===== config.mk =====
export PLATFORM = sky130hd
export DESIGN_NAME = present_mode_ctrl_flat
export DESIGN_NICKNAME = d
export VERILOG_FILES = /design/src/rtl/present_pkg.sv /design/src/rtl/present_mode_ctrl_if.sv /design/src/rtl/present_mode_ctrl.sv /design/src/flat_wrapper.sv
export SDC_FILE = /design/constraint.sdc
export NUM_CORES = 1
export LEC_CHECK = 0
export ABC_CLOCK_PERIOD_IN_PS = 1800
export CAP_MARGIN = 20
export CORE_MARGIN = 8
export CORE_UTILIZATION = 44
export CTS_CLUSTER_DIAMETER = 30
export DETAILED_ROUTE_END_ITERATION = 6
export DONT_BUFFER_PORTS = 1
export RECOVER_POWER = 25
export SYNTH_ARGS = -nofsm -noshare
export SYNTH_HDL_FRONTEND = slang
export SYNTH_SLANG_ARGS = --single-unit

===== constraint.sdc =====
create_clock -name clk -period 1.8 [get_ports clk]
set_input_delay 0.27 -clock clk [delete_from_list [all_inputs] [get_ports clk]]
set_output_delay 0.27 -clock clk [all_outputs]
set_load 0.03 [all_outputs]

===== src/rtl/present_pkg.sv =====
// rtl/present_pkg.sv - shared widths, types and FSM states for the PRESENT mode controller
package present_pkg;

    localparam int BLOCK_W = 64;
    localparam int KEY_W   = 80;

    typedef logic [BLOCK_W-1:0] block_t;
    typedef logic [KEY_W-1:0]   key_t;

    typedef enum logic [2:0] {
        IDLE,
        START,
        RUN,
        OUT,
        ERR
    } state_t;

endpackage


===== src/rtl/present_mode_ctrl_if.sv =====
// rtl/present_mode_ctrl_if.sv - block input/output stream bundle between harness and mode controller
interface present_mode_ctrl_if;
    import present_pkg::*;

    logic   in_valid_i;
    logic   in_ready_o;
    block_t in_block_i;
    logic   out_valid_o;
    logic   out_ready_i;
    block_t out_block_o;

    modport master (
        output in_valid_i, in_block_i, out_ready_i,
        input  in_ready_o, out_valid_o, out_block_o
    );

    modport slave (
        input  in_valid_i, in_block_i, out_ready_i,
        output in_ready_o, out_valid_o, out_block_o
    );

endinterface


===== src/rtl/present_mode_ctrl.sv =====
// rtl/present_mode_ctrl.sv - ECB/CBC sequencer feeding one PRESENT core operation per streamed block
module present_mode_ctrl
    import present_pkg::*;
#(
    parameter int TIMEOUT = 1024,
    parameter int CNT_W   = 32
) (
    input  logic               clk,
    input  logic               rst,
    input  logic               cbc_i,
    input  logic               enc_dec_i,
    input  key_t               key_i,
    input  block_t             iv_i,
    input  logic               iv_load_i,
    present_mode_ctrl_if.slave stream,
    output logic               busy_o,
    output logic               timeout_o,
    output logic [CNT_W-1:0]   cycles_o,
    output logic               core_rst_o,
    output logic               core_enc_dec_o,
    output key_t               core_key_o,
    output block_t             core_block_o,
    input  block_t             core_block_i,
    input  logic               core_end_i,
    input  logic               core_end_key_i
);

    localparam logic [CNT_W-1:0] CNT_LAST = CNT_W'(TIMEOUT - 1);
    localparam logic [CNT_W-1:0] CNT_MAX  = '1;

    state_t           state, state_nxt;
    block_t           chain, saved_in, out_r;
    key_t             key_r;
    logic             enc_r, cbc_r;
    logic [CNT_W-1:0] cnt, cnt_inc, cycles_r;

    // End-of-key-schedule strobe is only of interest to the harness.
    logic unused_end_key;
    assign unused_end_key = core_end_key_i;

    assign cnt_inc = (cnt == CNT_MAX) ? cnt : cnt + 1'b1;

    assign core_block_o       = saved_in ^ ((cbc_r && enc_r) ? chain : '0);
    assign core_key_o         = key_r;
    assign core_enc_dec_o     = enc_r;
    assign cycles_o           = cycles_r;
    assign stream.out_block_o = out_r;

    always_comb begin
        state_nxt          = state;
        stream.in_ready_o  = 1'b0;
        stream.out_valid_o = 1'b0;
        core_rst_o         = 1'b1;
        busy_o             = 1'b1;
        timeout_o          = 1'b0;
        case (state)
            IDLE: begin
                stream.in_ready_o = 1'b1;
                busy_o            = 1'b0;
                if (stream.in_valid_i) state_nxt = START;
            end
            START: state_nxt = RUN;
            RUN: begin
                core_rst_o = 1'b0;
                if (core_end_i)           state_nxt = OUT;
                else if (cnt == CNT_LAST) state_nxt = ERR;
            end
            OUT: begin
                stream.out_valid_o = 1'b1;
                if (stream.out_ready_i) state_nxt = IDLE;
            end
            ERR:     timeout_o = 1'b1;
            default: state_nxt = IDLE;
        endcase
    end

    always_ff @(posedge clk) begin
        if (!rst) begin
            state    <= IDLE;
            chain    <= '0;
            saved_in <= '0;
            out_r    <= '0;
            key_r    <= '0;
            enc_r    <= 1'b0;
            cbc_r    <= 1'b0;
            cnt      <= '0;
            cycles_r <= '0;
        end else begin
            state <= state_nxt;
            case (state)
                IDLE: begin
                    if (iv_load_i) chain <= iv_i;
                    if (stream.in_valid_i) begin
                        saved_in <= stream.in_block_i;
                        key_r    <= key_i;
                        enc_r    <= enc_dec_i;
                        cbc_r    <= cbc_i;
                    end
                end
                START: cnt <= '0;
                RUN: begin
                    cnt <= cnt_inc;
                    if (core_end_i) begin
                        cycles_r <= cnt_inc;
                        // CBC decrypt chains on the ciphertext that went in, not on the plaintext out.
                        if (enc_r) begin
                            out_r <= core_block_i;
                            if (cbc_r) chain <= core_block_i;
                        end else begin
                            out_r <= core_block_i ^ (cbc_r ? chain : '0);
                            if (cbc_r) chain <= saved_in;
                        end
                    end
                end
                default: ;
            endcase
        end
    end

endmodule

===== src/flat_wrapper.sv =====
// flat-port wrapper written by rule: the top's interface ports become plain ports
module present_mode_ctrl_flat import present_pkg::*;
#(
    parameter int TIMEOUT = 1024,
    parameter int CNT_W   = 32
)
  (clk, rst, cbc_i, enc_dec_i, key_i, iv_i, iv_load_i, busy_o, timeout_o, cycles_o, core_rst_o, core_enc_dec_o, core_key_o, core_block_o, core_block_i, core_end_i, core_end_key_i, stream_in_valid_i, stream_in_block_i, stream_out_ready_i, stream_in_ready_o, stream_out_valid_o, stream_out_block_o);
  present_mode_ctrl_if stream_i ();
  input  logic clk;
  input  logic rst;
  input  logic cbc_i;
  input  logic enc_dec_i;
  input  key_t key_i;
  input  block_t iv_i;
  input  logic iv_load_i;
  output logic busy_o;
  output logic timeout_o;
  output logic [CNT_W-1:0] cycles_o;
  output logic core_rst_o;
  output logic core_enc_dec_o;
  output key_t core_key_o;
  output block_t core_block_o;
  input  block_t core_block_i;
  input  logic core_end_i;
  input  logic core_end_key_i;
  input wire logic [$bits(stream_i.in_valid_i)-1:0] stream_in_valid_i;
  input wire logic [$bits(stream_i.in_block_i)-1:0] stream_in_block_i;
  input wire logic [$bits(stream_i.out_ready_i)-1:0] stream_out_ready_i;
  output wire logic [$bits(stream_i.in_ready_o)-1:0] stream_in_ready_o;
  output wire logic [$bits(stream_i.out_valid_o)-1:0] stream_out_valid_o;
  output wire logic [$bits(stream_i.out_block_o)-1:0] stream_out_block_o;
  assign stream_i.in_valid_i = stream_in_valid_i;
  assign stream_i.in_block_i = stream_in_block_i;
  assign stream_i.out_ready_i = stream_out_ready_i;
  assign stream_in_ready_o = stream_i.in_ready_o;
  assign stream_out_valid_o = stream_i.out_valid_o;
  assign stream_out_block_o = stream_i.out_block_o;
  present_mode_ctrl #(.TIMEOUT(TIMEOUT), .CNT_W(CNT_W)) u_core (.clk(clk), .rst(rst), .cbc_i(cbc_i), .enc_dec_i(enc_dec_i), .key_i(key_i), .iv_i(iv_i), .iv_load_i(iv_load_i), .stream(stream_i), .busy_o(busy_o), .timeout_o(timeout_o), .cycles_o(cycles_o), .core_rst_o(core_rst_o), .core_enc_dec_o(core_enc_dec_o), .core_key_o(core_key_o), .core_block_o(core_block_o), .core_block_i(core_block_i), .core_end_i(core_end_i), .core_end_key_i(core_end_key_i));
endmodule

==> results.toml <==
[outcome]
run_status = "finished with violations"
violations = "DRC, setup timing"

[power_and_ir_drop]
power_density_nw_per_um2 = 1100
ir_worst_vdd_mv = 1.10
power_leakage_uw = 0.00968

[route]
antenna_left = 0
wirelength_mm = 74.8
firstDrtPassIters = 7
drt-initial-drc-count = 1489
wl_per_cell_um = 25.4
routed_via_density = 5.97
dr_total_vias = 17600
drc = 1

[grt]
met1_usage_pct = 34.0
met3_usage_pct = 10.3
grt_max_degree = 95
use_met2_pct = 51.4
grtUsageTotal_pct = 30.7
grt-busiest-layer = "met2"
grt-ovfl-total = 0
grt_pass1_wl_mm = 102
antenna_found_initial = 5
grt_pass1_vias = 17100

[logic_synthesis]
yosysTopAreaCellShare_pct = 42.9
synth-edff-count = 0
synthFlopType = "dfxtp_1"
synth_nets = 2297
yosys.area.top_type = "dfxtp_1"
ys_warn_count = 0
synthArstFlopShare_pct = 0
yosysMostFrequentCell = "nand2_1"
synth_seq_cells = 341
ys_seq_area_share_pct = 42.9
syn_avg_cell_area_sq_um = 7.89
netlist_area_sq_um = 15900
postSynthCellCount = 2015
synth_common_cells = "nand2_1, dfxtp_1, a21oi_1"
synthTopCellsByArea = "dfxtp_1, nand2_1, a21oi_1"
synth_cell_types = 63

[timing]
rsz0062_at_grt = "true"
tightestPinTransition_ps = 529
timing.final.ws_setup_ps = -331
fmax_ghz = 0.469
setup_viol = 90
clock-skew-final_ps = 22.9
fin_crit_ps = 2130
finalHoldViolations = 0
finalCritPeriodShare_pct = 118
slew_viol_final = 0
maxSlewHeadroom_pct = 64.7

[floorplanning]
dieWidth_um = 206
die_area_sq_um = 42500
io_pins = 527
fp-row-count = 69
start_util_pct = 44.7
coreArea_sq_um = 35600
fp.dieH_um = 206

[finish]
fill_cells = 2371
seqCellArea_sq_um = 6890
multiInputGateArea_sq_um = 10300
utilization_pct = 73.1
area_growth_pct = 63.6
num-nets-final = 2695
drive_above_1_share_pct = 23.5
final_cells = 2944

[setup_path]
crit_path_start_kind = "flip-flop"
r2r_cells = 7
worst_path_max_delay_cell = "dfxtp_4"
path_class = "reg -> out"
end_kind = "output pin"
cpPeakStageDelay_ps = 330
arrival_ps = 1860
path_cells = "and2_4 -> buf_4 -> buf_12 -> nand2_1 -> xnor2_4"
critPathRequiredTime_ps = 1530
cp_max_fo = 14

[clock_network]
numCtsBuffers = 84
cts_tree = "done"
cts_buffer_depth = 3
cts_htree_levels = 3
path_clk_slew_ps = 50
insertion_delay_ps = 580
clkSinkCount = 341
root_buffer = "clkbuf_16"

[place]
post-place-cells = 2446
post-place-ws_ps = -141
dp.final_hpwl_mm = 41.3
numPortBuffers = 0
gp_congestion = 0.908

[hold_path]
hold_path_class = "in -> reg"
hold_depth = 4

[flow_run]
drv_cap = 0
power breakdown:
| group | leakage, uW | internal [uW] | switching (uW) | total (uW) |
|---|---|---|---|---|
| logic | 0.00543 | 1680 | 2110 | 3790 |
| clock network | 0.00144 | 11200 | 4640 | 15800 |
| registers | 0.00280 | 8060 | 1090 | 9150 |
| total | 0.00968 | 20900 | 7840 | 28700 |
per-layer routing:
layer | vias up | share of wire (%)
met4 | 0 | 5.8
met3 | 290 | 10
li1 | 7778 | -
met5 | - | 0
met1 | 8422 | 36
met2 | 1096 | 49
path summary, 6_finish.rpt:
kind                                             from                  to  slack, ps
worst max register to register         u_core.cnt[20]  u_core.cycles_o[5]       -140
worst min register to register       u_core.chain[52]    u_core.chain[52]        470
worst max-delay path            u_core.core_enc_dec_o    core_block_o[54]       -330
worst min-delay path                 core_block_i[52]    u_core.chain[52]         20
placed cells by master (no fill, tap or decap), types with 10 or more instances in the layout:
cell type and instances:
nand2_1 518, dfxtp_1 312, dlygate4sd3_1 275, a21oi_1 232, buf_4 117, clkbuf_16 103, nor2_1 73, xor2_1 66
a211oi_1 66, mux2i_1 66, o211ai_1 65, xnor2_4 60, a31oi_1 37, nand2_2 34, o21ai_0 32, buf_6 31
buf_12 26, o21ai_1 19, clkbuf_8 18, dfxtp_2 18, nand2_4 17, nand4_1 17, bufinv_16 13, nand2_8 12
clkbuf_1 12, nor3_1 11, dfxtp_4 11, o21ai_2 10, or3_1 10
state kept, by name (all words and copies together) (netlist names):
signal                     cells
u_core.cbc_r                   1
u_core.chain                  64
u_core.cnt                    32
u_core.core_enc_dec_o          1
u_core.core_key_o             80
u_core.cycles_o               32
u_core.saved_in               64
u_core.state                   3
u_core.stream.out_block_o     64
worst max-delay path, delay by kind of cell, from the launching register on:
kind	cells	cell delay, ps
buffers and inverters	2	280
XOR/XNOR	1	320
flip-flops	1	330
AND/OR/NAND/NOR	2	330
cells by family after synthesis:
group	share of synthesized area, %
mux	4.15
buf+inv	4.72
flops	42.9
fa+ha+maj	0.0787
compound gates	19.5
xor+xnor	7.77
simple gates	20.8
stage by stage:
stage / cell area (sq um) / hold slack (ps) / power [uW] / setup TNS (ps)
final: 26000 / 19.8 / 28700 / -19310
after global routing: 26000 / 17.3 / 29500 / -26800
after CTS: 24700 / 0.00960 / 28300 / -21720
after detailed placement: 18300 / 412 / 11800 / -1660
after global placement: 18300 / 407 / 11800 / -1080
after floorplan: 17100 / 398 / 11000 / 0
final cells by class:
type                       instances  share of cell area [%]
clock buffer                     114                    9.29
tap                              461                    2.22
timing repair buffer             478                    20.0
inverter                          10                   0.202
antenna                            6                  0.0577
multi-input combinational       1498                    39.7
sequential                       341                    26.5
clock inverter                    36                    2.11
what timing repair did:
action / 4_1_cts / 5_1_grt
gates cloned: 4 / 23
hold endpoints to repair: 311 / 0
resized for setup: 118 / 155
setup endpoints to repair: 116 / 207
setup buffers: 21 / 23
hold buffers: 276 / 0
pin swaps: 46 / 101
(Power assumes the default switching activity.)
